File: config.mk
export PLATFORM = sky130hd
export DESIGN_NAME = alu_issue
export DESIGN_NICKNAME = d
export VERILOG_FILES = /design/src/rtl/alu_pkg.sv /design/src/rtl/alu_regfile.sv /design/src/rtl/alu_issue.sv
export SDC_FILE = /design/constraint.sdc
export NUM_CORES = 1
export LEC_CHECK = 0
export ABC_AREA = 1
export CORE_UTILIZATION = 35
export DETAILED_ROUTE_END_ITERATION = 16
export GPL_TIMING_DRIVEN = 0
export SKIP_CTS_REPAIR_TIMING = 1
export SYNTH_ARGS = -nofsm -noshare
export SYNTH_HDL_FRONTEND = slang
export SYNTH_HIERARCHICAL = 1
export SYNTH_SLANG_ARGS = --single-unit
File: constraint.sdc
create_clock -name clock -period 5.58 [get_ports clock]
set_clock_uncertainty 0.2 [all_clocks]
set_input_delay 0.837 -clock clock [delete_from_list [all_inputs] [get_ports clock]]
set_output_delay 0.837 -clock clock [all_outputs]
set_load 0.02 [all_outputs]
File: src/rtl/alu_pkg.sv
`default_nettype none
// ============================================================================
//  Module   : alu_pkg
//  Purpose  : Shared constants and types for the ALU issue/writeback slice.
//             Holds the data/index widths, the 3-bit ALU opcode encoding and
//             the issue-stage FSM state type.
//  Ports    : none (package)
//  Revision : 1.0  initial release
// ============================================================================
package alu_pkg;

    localparam int WIDTH     = 16;
    localparam int REG_IDX_W = 3;

    typedef enum logic [2:0] {
        ADD = 3'b000,
        SUB = 3'b001,
        INC = 3'b010,
        DEC = 3'b011,
        AND = 3'b100,
        OR  = 3'b101,
        XOR = 3'b110,
        NOT = 3'b111
    } opcode_t;

    typedef enum logic [1:0] {
        IDLE = 2'd0,
        EXEC = 2'd1,
        WB   = 2'd2
    } state_t;

endpackage
`default_nettype wire

File: src/rtl/alu_regfile.sv
`default_nettype none
// ============================================================================
//  Module   : alu_regfile
//  Purpose  : NREGS x WIDTH register file, asynchronously cleared, with two
//             combinational read ports and one synchronous write port.
//  Ports    : clock, reset          - clock / async active-high clear
//             we, waddr, wdata      - write port (captured on rising edge)
//             raddr_a/rdata_a       - read port A (combinational)
//             raddr_b/rdata_b       - read port B (combinational)
//  Options  : ALU_ISSUE_R0_ZERO_EN  - r0 hardwired to zero (writes dropped)
//  Revision : 1.0  initial release
// ============================================================================
module alu_regfile #(
    parameter  int WIDTH = 16,
    parameter  int NREGS = 8,
    localparam int IDX_W = $clog2(NREGS)
) (
    input  logic             clock,
    input  logic             reset,
    input  logic             we,
    input  logic [IDX_W-1:0] waddr,
    input  logic [WIDTH-1:0] wdata,
    input  logic [IDX_W-1:0] raddr_a,
    output logic [WIDTH-1:0] rdata_a,
    input  logic [IDX_W-1:0] raddr_b,
    output logic [WIDTH-1:0] rdata_b
);

    import alu_pkg::*;

`ifdef ALU_ISSUE_R0_ZERO_EN
    localparam bit c_R0_ZERO = 1'b1;
`else
    localparam bit c_R0_ZERO = 1'b0;
`endif

    logic [WIDTH-1:0] w_rf [NREGS];

    for (genvar i = 0; i < NREGS; i++) begin : g_reg
        if (c_R0_ZERO && (i == 0)) begin : g_zero
            // No storage: reads of r0 are constant zero, writes vanish.
            assign w_rf[i] = '0;
        end else begin : g_flop
            logic [WIDTH-1:0] r_q;
            always_ff @(posedge clock or posedge reset) begin
                if (reset) begin
                    r_q <= '0;
                end else if (we && (waddr == IDX_W'(i))) begin
                    r_q <= wdata;
                end
            end
            assign w_rf[i] = r_q;
        end
    end

    assign rdata_a = w_rf[raddr_a];
    assign rdata_b = w_rf[raddr_b];

endmodule
`default_nettype wire

File: src/rtl/alu_issue.sv
`default_nettype none
// ============================================================================
//  Module   : alu_issue
//  Purpose  : Issue/writeback stage in front of a combinational 16-bit ALU.
//             Accepts one instruction per handshake, reads two operands from
//             the register file, presents them to the ALU for one EXEC cycle,
//             writes the result back and updates zero/negative flags. An
//             immediate-load instruction bypasses the ALU.
//  Ports    : clock, reset                 - clock / async active-high reset
//             in_valid, in_ready           - instruction handshake
//             in_load, in_opcode, in_rd,
//             in_rs1, in_rs2, in_imm       - instruction fields
//             alu_a, alu_b, alu_opcode     - drive to the ALU
//             alu_out                      - combinational ALU result
//             wb_valid, wb_rd, wb_data     - writeback report (1-cycle pulse)
//             flag_zero, flag_neg          - flags of the last ALU result
//  Options  : ALU_ISSUE_R0_ZERO_EN  - r0 hardwired to zero (in alu_regfile)
//  Revision : 1.0  initial release
// ============================================================================
module alu_issue #(
    parameter  int WIDTH = alu_pkg::WIDTH,
    parameter  int NREGS = 8,
    localparam int IDX_W = $clog2(NREGS)
) (
    input  logic             clock,
    input  logic             reset,
    input  logic             in_valid,
    output logic             in_ready,
    input  logic             in_load,
    input  logic [2:0]       in_opcode,
    input  logic [IDX_W-1:0] in_rd,
    input  logic [IDX_W-1:0] in_rs1,
    input  logic [IDX_W-1:0] in_rs2,
    input  logic [WIDTH-1:0] in_imm,
    output logic [WIDTH-1:0] alu_a,
    output logic [WIDTH-1:0] alu_b,
    output logic [2:0]       alu_opcode,
    input  logic [WIDTH-1:0] alu_out,
    output logic             wb_valid,
    output logic [IDX_W-1:0] wb_rd,
    output logic [WIDTH-1:0] wb_data,
    output logic             flag_zero,
    output logic             flag_neg
);

    import alu_pkg::*;

    state_t           r_state;
    logic [2:0]       r_opcode;
    logic [IDX_W-1:0] r_rd;
    logic [IDX_W-1:0] r_rs1;
    logic [IDX_W-1:0] r_rs2;
    logic             r_wb_valid;
    logic [IDX_W-1:0] r_wb_rd;
    logic [WIDTH-1:0] r_wb_data;
    logic             r_flag_zero;
    logic             r_flag_neg;

    logic             w_accept;
    logic             w_we;
    logic [IDX_W-1:0] w_waddr;
    logic [WIDTH-1:0] w_wdata;

    assign in_ready = (r_state == IDLE);
    assign w_accept = in_valid && in_ready;

    // Single write port shared by the load path (written on the accept edge
    // straight from the instruction fields) and the ALU path (written on the
    // edge that ends EXEC).
    always_comb begin
        w_we    = 1'b0;
        w_waddr = r_rd;
        w_wdata = alu_out;
        case (r_state)
            IDLE: begin
                if (w_accept && in_load) begin
                    w_we    = 1'b1;
                    w_waddr = in_rd;
                    w_wdata = in_imm;
                end
            end
            EXEC:    w_we = 1'b1;
            default: ;
        endcase
    end

    // Operand reads always follow the latched indices; the ALU result is only
    // consumed in EXEC, before the write edge, so rd == rs sees the old value.
    alu_regfile #(
        .WIDTH (WIDTH),
        .NREGS (NREGS)
    ) u_regfile (
        .clock   (clock),
        .reset   (reset),
        .we      (w_we),
        .waddr   (w_waddr),
        .wdata   (w_wdata),
        .raddr_a (r_rs1),
        .rdata_a (alu_a),
        .raddr_b (r_rs2),
        .rdata_b (alu_b)
    );

    always_ff @(posedge clock or posedge reset) begin
        if (reset) begin
            r_state     <= IDLE;
            r_opcode    <= '0;
            r_rd        <= '0;
            r_rs1       <= '0;
            r_rs2       <= '0;
            r_wb_valid  <= 1'b0;
            r_wb_rd     <= '0;
            r_wb_data   <= '0;
            r_flag_zero <= 1'b0;
            r_flag_neg  <= 1'b0;
        end else begin
            r_wb_valid <= 1'b0;
            case (r_state)
                IDLE: begin
                    if (w_accept) begin
                        r_opcode <= in_opcode;
                        r_rd     <= in_rd;
                        r_rs1    <= in_rs1;
                        r_rs2    <= in_rs2;
                        if (in_load) begin
                            // Loads report immediately and leave the flags alone.
                            r_wb_data  <= in_imm;
                            r_wb_rd    <= in_rd;
                            r_wb_valid <= 1'b1;
                            r_state    <= WB;
                        end else begin
                            r_state <= EXEC;
                        end
                    end
                end
                EXEC: begin
                    r_wb_data   <= alu_out;
                    r_wb_rd     <= r_rd;
                    r_wb_valid  <= 1'b1;
                    r_flag_zero <= (alu_out == '0);
                    r_flag_neg  <= alu_out[WIDTH-1];
                    r_state     <= WB;
                end
                WB: begin
                    r_state <= IDLE;
                end
                default: begin
                    r_state <= IDLE;
                end
            endcase
        end
    end

    assign alu_opcode = r_opcode;
    assign wb_valid   = r_wb_valid;
    assign wb_rd      = r_wb_rd;
    assign wb_data    = r_wb_data;
    assign flag_zero  = r_flag_zero;
    assign flag_neg   = r_flag_neg;

endmodule
`default_nettype wire

After elaboration in Yosys (flattened, before gate mapping):

Index checks and enable logic that the tools add are counted.

* $lt $le $gt $ge: 2
* equality and inequality tests: 10
* muxes and demuxes: 24
* bitwise operators: 2
* reduce and logical (&&, ||, !) cells: 16

Operators by type and width (count)
* 16-bit two-way mux: 8
* 16-bit binary-select mux with 3-bit select: 2
* 16-bit one-hot mux with 2 select lines: 1
* 16-bit logical NOT: 1
* 3-bit == test (second input constant): 4
* 3-bit two-way mux: 4
* 1-bit logical AND: 10
* 4-bit greater-or-equal comparator (second input constant): 2
* 3-bit inverter with 4-bit output: 2
* 3-bit by 2-bit == test with 1-bit output (second input constant): 2
* 3-bit one-hot mux with 2 select lines: 1
* 2-bit two-way mux: 2
* 2-bit by 1-bit != test with 1-bit output (second input constant): 2
* 1-bit one-hot mux with 2 select lines: 2
* 2-bit one-hot mux with 2 select lines: 1
* 3-bit by 1-bit == test with 1-bit output (second input constant): 1
* 3-bit logical NOT: 1
* 1-bit two-way mux: 3
* 3-bit AND reduction: 1
* 2-bit by 1-bit == test with 1-bit output (second input constant): 1
* 2-bit logical NOT: 1
* 2-bit AND reduction: 1
* 2-bit nonzero test: 1

* register bits: 164
* input bits: 48

Logic depth before layout (Yosys ltp):

* depth after elaboration: 7
* mapped depth: 13

By module:

The synthesis kept the hierarchy.

Modules (own cells, without submodules)
* alu_regfile: instances 1, cells an instance 1166, area each 7494.7 um^2, seq. area each 3203.1 um^2
* alu_issue: instances 1, cells an instance 285, area each 1991.9 um^2, seq. area each 900.9 um^2

Worst setup path after synthesis:

No wires, ideal clock.

* kind: input to register
* from: input port in_load
* to: register u_regfile.g_reg[3].g_flop.r_q[4]
* data arrival time: 1.953 ns
* required time: 5.250 ns
* setup slack: 3.297 ns
* stages on the path: 10
* buffers on the path: 3
* cell sequence: buf_4 > nand3_1 > nand2_1 > buf_2 > inv_1 > nor2_2 > nand3_1 > buf_2 > nand2_1 > o21ai_0

* elaborated cells on any way between the ends: 9
* those cells by class: eq/ne: 1; mux: 6; reduce/logical: 2

RTL lines
* from (decl): line alu_issue.sv:29 `input logic in_load,`
* 1-bit logical AND: line alu_issue.sv:76 `if (w_accept && in_load) begin`
* 1-bit two-way mux: line alu_issue.sv:76
* 1-bit one-hot mux with 2 select lines: line alu_issue.sv:74 `case (r_state)`
* via w_we: line alu_issue.sv:60 `logic w_we;`
* 1-bit logical AND: line alu_regfile.sv:48 `end else if (we && (waddr == IDX_W'(i))) begin`
* to (signal assigned): line alu_regfile.sv:49 `r_q <= wdata;`
* to (decl): line alu_regfile.sv:44 `logic [WIDTH-1:0] r_q;`

The timed path passes the listed nets, and every way through them passes these cells.
A chain may end at the register's enable or synchronous reset.

Worst setup path in the final report:

* from: register r_rs1[0]
* to: output port alu_a[2]

* cells in the longest elaborated chain, start to end: 4

RTL lines
* from (decl): line alu_issue.sv:51 `logic [IDX_W-1:0] r_rs1;`
* from (signal assigned): line alu_issue.sv:123 `r_rs1 <= in_rs1;`
* 3-bit inverter with 4-bit output (implied by the code): line alu_regfile.sv:56 `assign rdata_a = w_rf[raddr_a];`
* 16-bit binary-select mux with 3-bit select: line alu_regfile.sv:56
* 16-bit two-way mux (implied by the code) (2 in a row): line alu_regfile.sv:56
* to (decl): line alu_issue.sv:35 `output logic [WIDTH-1:0] alu_a,`

No other way between the ends. The select of a mux whose other input is x is not followed.

==> metrics <==
Via Count 9792; worst r2r path cells 10; TritonCTS clock tree built; Core ar. 0.02635 mm²; Final WS setup 1.860 ns; Combinational Power Share a little under half; layout cell share with drive strength beyond 1 around 7.3%; dpl ws 2.314 ns; Min-Delay Path Depth 2; total wire length approximately 33000 µm; PortBufs ~100; Max VDD drop ~0.00023 V; top cells by area, synth dfrtp_1 43%, nand2_1 28%, nand3_1 8.8%; clk_lat worst skew 0.44 ns; total power roughly 0.0059 W; clock network fraction of total power 21.3%; Slew Limit Fails 0; Via-to-Cell Ratio 5.092; # DRC 0; grt total ovfl 0; area share of the largest cell type after synthesis a little over two fifths; number of core rows between 50 and 60; Final Hold Viols 0; Worst-Margin Slew ~0.77 ns; Net count, final 1623; initial core utilization 36.00%; switching part of the total power 42.58%; Pre-Repair DR Iteration Count 5; post-synthesis register bit count 164; DIE WIDTH 166.6 µm; P&R area growth vs syn 22.32%; DP Cell Count roughly 1900; largest net degree at the start of global routing 69; Hold Path Class reg -> reg; overall routing resource usage 24.54%; ys async rst share between 90% and 100%; max-cap viol count 0; CP arrival 2.68 ns; startpoint types flip-flop; PwrDens 508.5 mW/mm²; routed len/inst about 17 µm; Final Non-Filler Cells 1923; Leak Pwr 6.286 nW; Synth Net Count 1499; Main synth FF type dfrtp_1; CP max FO 10; Rel. slew slack 48.71%; number of flops mapped to enable cells by yosys 0; Tmin final 3.720 ns; vias in the first global route 9477; Crit Path Category reg -> out; post-DP HPWL roughly 25000 µm; Ports 106; CTS buffer count 17; # clock sinks 164; first-pass GRT wire length 52540 µm; Die Area 0.02777 mm²; net switching power 0.002512 W; Cell variety after synth 22; CTS Buffer Depth 2; routability cong. 0.9156; Seq pwr share 33.3%; YS warnings 6; antenna viol nets, final 0; Root Driver clkbuf_16; period utilization 66.66%; status finished, final reports clean; CP required roughly 4.5 ns; die height 166.6 µm; # diodes 0; unrepaired setup endpoints after global routing false; Int Pwr 0.003388 W; H-tree depth 4; CTS clk-pin slew, worst paths around 0.070 ns; Fmax 0.2688 GHz; Yosys top cell by area dfrtp_1; register area share after synthesis between 40 and 50%; initial antenna violation count 0; Final Setup Violations 0; post-synthesis cell area 0.009487 mm²; Cells after Synth 1451; DRT iter0 DRCs 838; synthesized area per cell 6.538 µm²; CP endpoint kind output port
-- power groups by stage --
stage               Combinational (W)  Sequential [W]  Clock, W
floorplan                     0.00168         0.00196         0
global placement              0.00261         0.00196         0
detailed placement            0.00265         0.00197         0
CTS                           0.00266         0.00196   0.00128
global route                  0.00299         0.00202   0.00132
finish                        0.00268         0.00196   0.00126
-- cell type report --
class | count | area (µm²)
Fill cell | 2731 | 14750
Multi-Input combinational cell | 1037 | 4337
Sequential cell | 164 | 4104
Timing Repair Buffer | 105 | 1069
Inverter | 164 | 625.6
Clock buffer | 20 | 466.7
Buffer | 86 | 425.4
Tap cell | 335 | 419.2
Clock inverter | 12 | 157.7
-- metal layers --
metal / wire length, µm / vias up / global-route usage [%]
met5: 0 / - / 0
met1: 14670 / 4637 / 33.02
met3: 2305 / 61 / 3.945
met4: 787 / 0 / 8.333
met2: 15540 / 393 / 40.10
li1: - / 4701 / -
-- cells in the mapped netlist (4+ instances only) --
cell type,count
nand2_1,712
nand3_1,166
dfrtp_1,164
inv_1,157
o21ai_0,123
buf_2,52
clkbuf_1,22
nor2_1,14
o21ai_1,10
buf_4,5
inv_2,5
o21ai_2,4
-- per-stage QoR --
step / instance area [µm²] / hold WS [ns] / util [%] / setup TNS (ns)
after floorplan: 9487 / 0.2435 / - / 0
after global placement: 10950 / 0.2612 / 41.54 / -123.32
after detailed placement: 10980 / 0.2598 / 41.66 / 0
after CTS: 11600 / 0.2781 / 44.03 / 0
after global routing: 11600 / 0.3057 / 44.03 / 0
final: 11600 / 0.2750 / 44.03 / 0
-- state kept, by name, summed over array words and instances, names as in the netlist --
register,cells
wb_valid,1
wb_rd,3
r_rs2,3
alu_opcode,3
r_rs1,3
r_state,2
u_regfile/g.g_flop.r_q,128
flag_zero,1
flag_neg,1
r_rd,3
wb_data,16
-- final timing paths --
check | slack (ns) | endpoint | startpoint
worst max-delay path | 1.86 | alu_a[2] | r_rs1[0]
worst min-delay path | 0.27 | r_rs2[1] | r_rs2[1]
worst max register to register | 3.11 | u_regfile/g_reg[0].g_flop.r_q[7] | r_state[0]
worst min register to register | 0.27 | r_rs2[1] | r_rs2[1]
max in group asynchronous | 3.70 | u_regfile/g_reg[3].g_flop.r_q[10] | reset
min in group asynchronous | 0.71 | u_regfile/g_reg[7].g_flop.r_q[1] | reset
-- worst max-delay path, cell delays in order, from the launching register on --
cell and delay (ns):
dfrtp_1 0.41, inv_2 0.22, clkbuf_1 0.52, nand2_1 0.11, nand3_1 0.14, nand2_1 0.06
nand2_1 0.12, nand2_1 0.11, clkdlybuf4s50_1 0.55
-- placed cells by master (no fill, tap or decap), drive strengths merged --
cell and instances:
nand2 716, inv 171, nand3 166, dfrtp 164, o21ai 137, clkdlybuf4s50 104
buf 62, clkbuf 45, nor2 16, clkinv 3, bufinv 2, or2 1
nor3 1
-- logic make-up after synthesis --
family	synth area share (%)
AOI/OAI and AO/OA	7.386
DFF	43.26
and+or+nand+nor	38.33
buffers and inverters	11.03
Power figures use the tool's default switching activity.
